$ cat config.mk
export PLATFORM = sky130hd
export DESIGN_NAME = fai_arbiter
export DESIGN_NICKNAME = d
export VERILOG_FILES = /design/src/rtl/fai_arbiter.sv
export SDC_FILE = /design/constraint.sdc
export NUM_CORES = 1
export LEC_CHECK = 0
export BUFFER_PORTS_ARGS = -buffer_cell sky130_fd_sc_hd__buf_2
export CAP_MARGIN = 5
export CORE_UTILIZATION = 46
export DETAILED_ROUTE_END_ITERATION = 12
export PLACE_DENSITY = 0.78
export SYNTH_ARGS = -nofsm -noshare
export SYNTH_HDL_FRONTEND = slang
export SYNTH_SLANG_ARGS = --single-unit
export TNS_END_PERCENT = 50
$ cat constraint.sdc
create_clock -name clk -period 2.25 [get_ports clk]
set_input_delay 0.45 -clock clk [delete_from_list [all_inputs] [get_ports clk]]
set_output_delay 0.45 -clock clk [all_outputs]
set_load 0.005 [all_outputs]
$ cat src/rtl/fai_arbiter.sv
// Round-robin arbiter sharing one fetch-and-increment unit among clients.
// Optional WAIT-state abort enabled by defining FAI_TIMEOUT_EN.
`timescale 1ns/1ps
module fai_arbiter #(
  parameter int NUM_CLIENTS = 4,
  parameter int DATA_W      = 32,
  parameter int TIMEOUT_CYC = 16,
  localparam int IDX_W = (NUM_CLIENTS > 1) ? $clog2(NUM_CLIENTS) : 1
) (
  input  logic                   clk,
  input  logic                   rst_n,
  input  logic [NUM_CLIENTS-1:0] cli_req,
  output logic [NUM_CLIENTS-1:0] cli_rsp_valid,
  output logic [DATA_W-1:0]      cli_rsp_value,
  output logic                   cli_rsp_err,
  output logic [IDX_W-1:0]       gnt_idx,
  output logic                   busy,
  output logic                   fai_req,
  input  logic                   fai_ack,
  input  logic [DATA_W-1:0]      fai_value,
  output logic                   fai_err
);

  if (NUM_CLIENTS < 2 || TIMEOUT_CYC < 1 || DATA_W < 1) begin : g_bad_cfg
    $error("fai_arbiter: illegal parameter set");
  end

  typedef enum logic [1:0] {
    S_IDLE,
    S_ISSUE,
    S_WAIT,
    S_RESP
  } state_t;

  state_t                 r_state;
  logic [IDX_W-1:0]       r_rr_ptr;
  logic [IDX_W-1:0]       r_gnt_idx;
  logic                   r_busy;
  logic                   r_fai_req;
  logic                   r_fai_err;
  logic [NUM_CLIENTS-1:0] r_rsp_valid;
  logic [DATA_W-1:0]      r_rsp_value;

  logic                   w_any;
  logic [IDX_W-1:0]       w_win;
  logic [IDX_W:0]         w_cand;
  logic [IDX_W:0]         w_nxt;
  logic [NUM_CLIENTS-1:0] w_onehot;

  // Scan downward so the lowest offset from rr_ptr is the final winner.
  always_comb begin
    w_any  = 1'b0;
    w_win  = r_rr_ptr;
    w_cand = '0;
    for (int i = NUM_CLIENTS - 1; i >= 0; i--) begin
      w_cand = {1'b0, r_rr_ptr} + (IDX_W+1)'(i);
      if (w_cand >= (IDX_W+1)'(NUM_CLIENTS))
        w_cand = w_cand - (IDX_W+1)'(NUM_CLIENTS);
      if (cli_req[w_cand[IDX_W-1:0]]) begin
        w_any = 1'b1;
        w_win = w_cand[IDX_W-1:0];
      end
    end
  end

  always_comb begin
    w_nxt = {1'b0, w_win} + (IDX_W+1)'(1);
    if (w_nxt >= (IDX_W+1)'(NUM_CLIENTS))
      w_nxt = '0;
  end

  assign w_onehot = {{(NUM_CLIENTS-1){1'b0}}, 1'b1} << r_gnt_idx;

`ifdef FAI_TIMEOUT_EN
  localparam int CNT_W = $clog2(TIMEOUT_CYC + 1);
  logic [CNT_W-1:0] r_wait_cnt;
  logic             r_rsp_err;
`endif

  always_ff @(posedge clk or negedge rst_n) begin
    if (!rst_n) begin
      r_state     <= S_IDLE;
      r_rr_ptr    <= '0;
      r_gnt_idx   <= '0;
      r_busy      <= 1'b0;
      r_fai_req   <= 1'b0;
      r_fai_err   <= 1'b0;
      r_rsp_valid <= '0;
      r_rsp_value <= '0;
`ifdef FAI_TIMEOUT_EN
      r_wait_cnt  <= '0;
      r_rsp_err   <= 1'b0;
`endif
    end else begin
      r_fai_req   <= 1'b0;
      r_rsp_valid <= '0;
      if (fai_ack && r_state != S_WAIT)
        r_fai_err <= 1'b1;
      unique case (r_state)
        S_IDLE: begin
          if (w_any) begin
            r_state   <= S_ISSUE;
            r_gnt_idx <= w_win;
            r_rr_ptr  <= w_nxt[IDX_W-1:0];
            r_fai_req <= 1'b1;
            r_busy    <= 1'b1;
          end
        end
        S_ISSUE: begin
          r_state <= S_WAIT;
`ifdef FAI_TIMEOUT_EN
          r_wait_cnt <= '0;
`endif
        end
        S_WAIT: begin
          if (fai_ack) begin
            r_state     <= S_RESP;
            r_rsp_valid <= w_onehot;
            r_rsp_value <= fai_value;
`ifdef FAI_TIMEOUT_EN
            r_rsp_err   <= 1'b0;
          end else if (r_wait_cnt == CNT_W'(TIMEOUT_CYC - 1)) begin
            r_state     <= S_RESP;
            r_rsp_valid <= w_onehot;
            r_rsp_value <= '0;
            r_rsp_err   <= 1'b1;
          end else begin
            r_wait_cnt  <= r_wait_cnt + CNT_W'(1);
`endif
          end
        end
        S_RESP: begin
          r_state <= S_IDLE;
          r_busy  <= 1'b0;
        end
        default: r_state <= S_IDLE;
      endcase
    end
  end

  assign cli_rsp_valid = r_rsp_valid;
  assign cli_rsp_value = r_rsp_value;
  assign gnt_idx       = r_gnt_idx;
  assign busy          = r_busy;
  assign fai_req       = r_fai_req;
  assign fai_err       = r_fai_err;
`ifdef FAI_TIMEOUT_EN
  assign cli_rsp_err   = r_rsp_err;
`else
  assign cli_rsp_err   = 1'b0;
`endif

endmodule

==> qor.csv <==
stage,metric,value,unit
route,drt_iter0_drc,61,
worst_setup_path,cp-start-kind,register,
route,wl_per_cell,12.8,um
final_layout,diodes,0,
worst_setup_path,crit_path_max_incr_delay,0.38,ns
place,pre_cts_ws,0.492,ns
clock_tree,cts_buffer_depth,2,
final_layout,finalNonFillerCells,266,
clock_tree,cts_resized,0,
clock_tree,cts.sinks,45,
floorplanning,die_h,65.5,um
logic_synthesis,ys_ff_latch,45,
power,power.density,1270,nW/um2
timing,rsz0062_at_grt,no,
power,fin_total_pwr,3.02,mW
run_status,status,"complete, no violations",
clock_tree,hold_buffers,0,
worst_setup_path,endpoint_kind,register,
final_layout,ff_latch_area,1130,um2
clock_tree,postCtsSetupRepairBufs,0,
worst_setup_path,startpoint,r_state[0]$_DFFE_PN0P_,
logic_synthesis,syn_nets,177,
worst_setup_path,crit_type,register to register,
logic_synthesis,syn_area,1860,um2
place,numPortBuffers,79,
final_layout,fillCellCount,301,
clock_tree,path_clk_slew,0.08,ns
final_layout,layout-drive-gt1-share,0.578,
grt,grt_pass1_vias,1206,
final_layout,syn2layout_area_growth,28.1,%
final_layout,fin_nets,261,
final_layout,multi_input_area,669,um2
timing,fmax,0.648,GHz
route,routed_wirelength,3390,um
logic_synthesis,synth-seq-area-share,0.607,
place,gp_congestion,0.773,
timing,min_period,1.54,ns
grt,antenna_found_initial,0,
floorplanning,boundaryPins,81,
timing,finalSetupTns,0,ns
floorplanning,initial_core_util,0.492,
clock_tree,clkLatencyLatePin,0.28,ns
logic_synthesis,synth-async-reset-ratio,1.00,
floorplanning,die_w,65.5,um
timing,max_slew_margin,0.538,
logic_synthesis,synth_flop_cell,dfrtp_1,
route,num_vias,1300,
timing,setup_slack,0.707,ns
grt,grt_pass1_wl,5380,um
logic_synthesis,avgSynthCellArea,13.7,um2
worst_hold_path,hp-class,input port to async pin,
grt,grt-ovfl-total,0,
place,hpwlAfterDp,2640,um
worst_setup_path,cp_slowest_cell,mux2_2,
floorplanning,core-area,3770,um2
logic_synthesis,synth_cell_types,29,
floorplanning,die-area,4290,um2
final_layout,layout_common_cells,"79 x buf_2, 45 x dfrtp_1, 32 x mux2_2, 8 x inv_1",
clock_tree,htreeDepth,2,
worst_setup_path,path_cells,inv_1 > ha_1 > nand2_1 > buf_4 > mux2_2,
logic_synthesis,synth-edff-count,0,
clock_tree,numCtsBuffers,5,
clock_tree,root_buffer,clkbuf_8,
worst_setup_path,worstPathArrival,1.70,ns
logic_synthesis,syn_inst,135,
timing,hold_viol,0,
logic_synthesis,yosys_warnings,0,
timing,fin_crit_sh,0.686,
place,numPlacedInstances,260,
flow_run,cap_violations,0,
timing,tightest_slew,0.693,ns
power,ir_drop,0.735,mV
route,drc,0,
timing,fin_skew,0.00664,ns
grt,grt_usage,0.166,
worst_setup_path,required,2.41,ns
clock_tree,tritoncts,yes,
floorplanning,core.rowCount,22,
worst_setup_path,cp_max_fo,22,
timing,setup_viol,0,
worst_setup_path,r2r-start,r_state[0]$_DFFE_PN0P_,
route,vias_per_cell,4.89,
route,ant_nets,0,
timing,drv_slew,0,
grt,grt_max_degree,34,
route,dr.pass1.iters,4,
power,p_leak,1.20,nW
final_layout,layout_commonest_cell,buf_2,
final_layout,final_core_util,0.630,
[worst max-delay path: cells and delay by family (launching register included)]
family	cells	cell delay, ns
buffers and inverters	2	0.36
adders and majority gates	1	0.22
muxes	1	0.38
and+or+nand+nor	1	0.09
DFF	1	0.37
[kinds of logic (layout without fill, tap and decap cells)]
group,count (synthesis),after routing,share of synthesized area
AOI/OAI and AO/OA,17,17,0.0627
adders and majority gates,3,3,0.0202
buffers and inverters,13,96,0.0324
DFF,45,45,0.607
muxes,34,34,0.210
other,1,1,0.00202
and+or+nand+nor,22,22,0.0654
[cells in the mapped netlist (2+ instances only)]
master,count,area share
o21ai_0,3,0.0081
o21bai_1,2,0.0081
ha_1,3,0.020
nand2_1,3,0.0061
mux2_2,32,0.19
nor2_1,5,0.010
dfrtp_1,45,0.61
inv_1,8,0.016
nor3_1,4,0.011
mux2_4,2,0.016
clkbuf_1,3,0.0061
nand2b_1,3,0.010
a21oi_1,4,0.011
nor2b_1,3,0.010
[cell type report]
class | instances | share of cell area
Timing Repair Buffer | 82 | 0.176
Sequential cell | 45 | 0.474
Clock buffer | 5 | 0.0289
Tap cell | 48 | 0.0253
Multi-Input combinational cell | 77 | 0.282
Inverter | 8 | 0.0126
Clock inverter | 1 | 0.00211
[state kept, by name, summed over array words and instances (netlist names)]
signal         count
cli_rsp_valid      4
r_rr_ptr           2
gnt_idx            2
cli_rsp_value     32
fai_req            1
r_state            2
fai_err            1
busy               1
[per-stage QoR]
stage                     instance area, um2  hold slack (ns)
after CTS                               2380            0.233
after floorplan                         1860            0.154
after global placement                  2300            0.435
after global routing                    2380            0.267
after detailed placement                2300            0.444
final                                   2380            0.210
[per-layer routing]
layer	wire, um	track usage
met4	33	0.0489
met3	207	0.0399
met2	1630	0.273
met1	1520	0.216
met5	0	0
[worst paths after layout]
kind	end	slack (ns)	cells after the start
setup / recovery	cli_rsp_value[11]$_DFFE_PN0P_	0.71	5
hold / removal	cli_rsp_valid[3]$_DFF_PN0_	0.21	1
setup reg to reg	cli_rsp_value[11]$_DFFE_PN0P_	0.71	5
hold reg to reg	fai_err$_DFFE_PN0P_	0.46	1
max in group asynchronous	cli_rsp_value[22]$_DFFE_PN0P_	1.40	2
min in group clk	cli_rsp_value[27]$_DFFE_PN0P_	0.40	2
[power breakdown]
group / internal (mW) / switching (mW) / leakage, nW
Sequential: 1.19 / 0.204 / 0.536
Combinational: 0.703 / 0.495 / 0.628
Clock: 0.204 / 0.227 / 0.0399
Power figures use the tool's default switching activity.
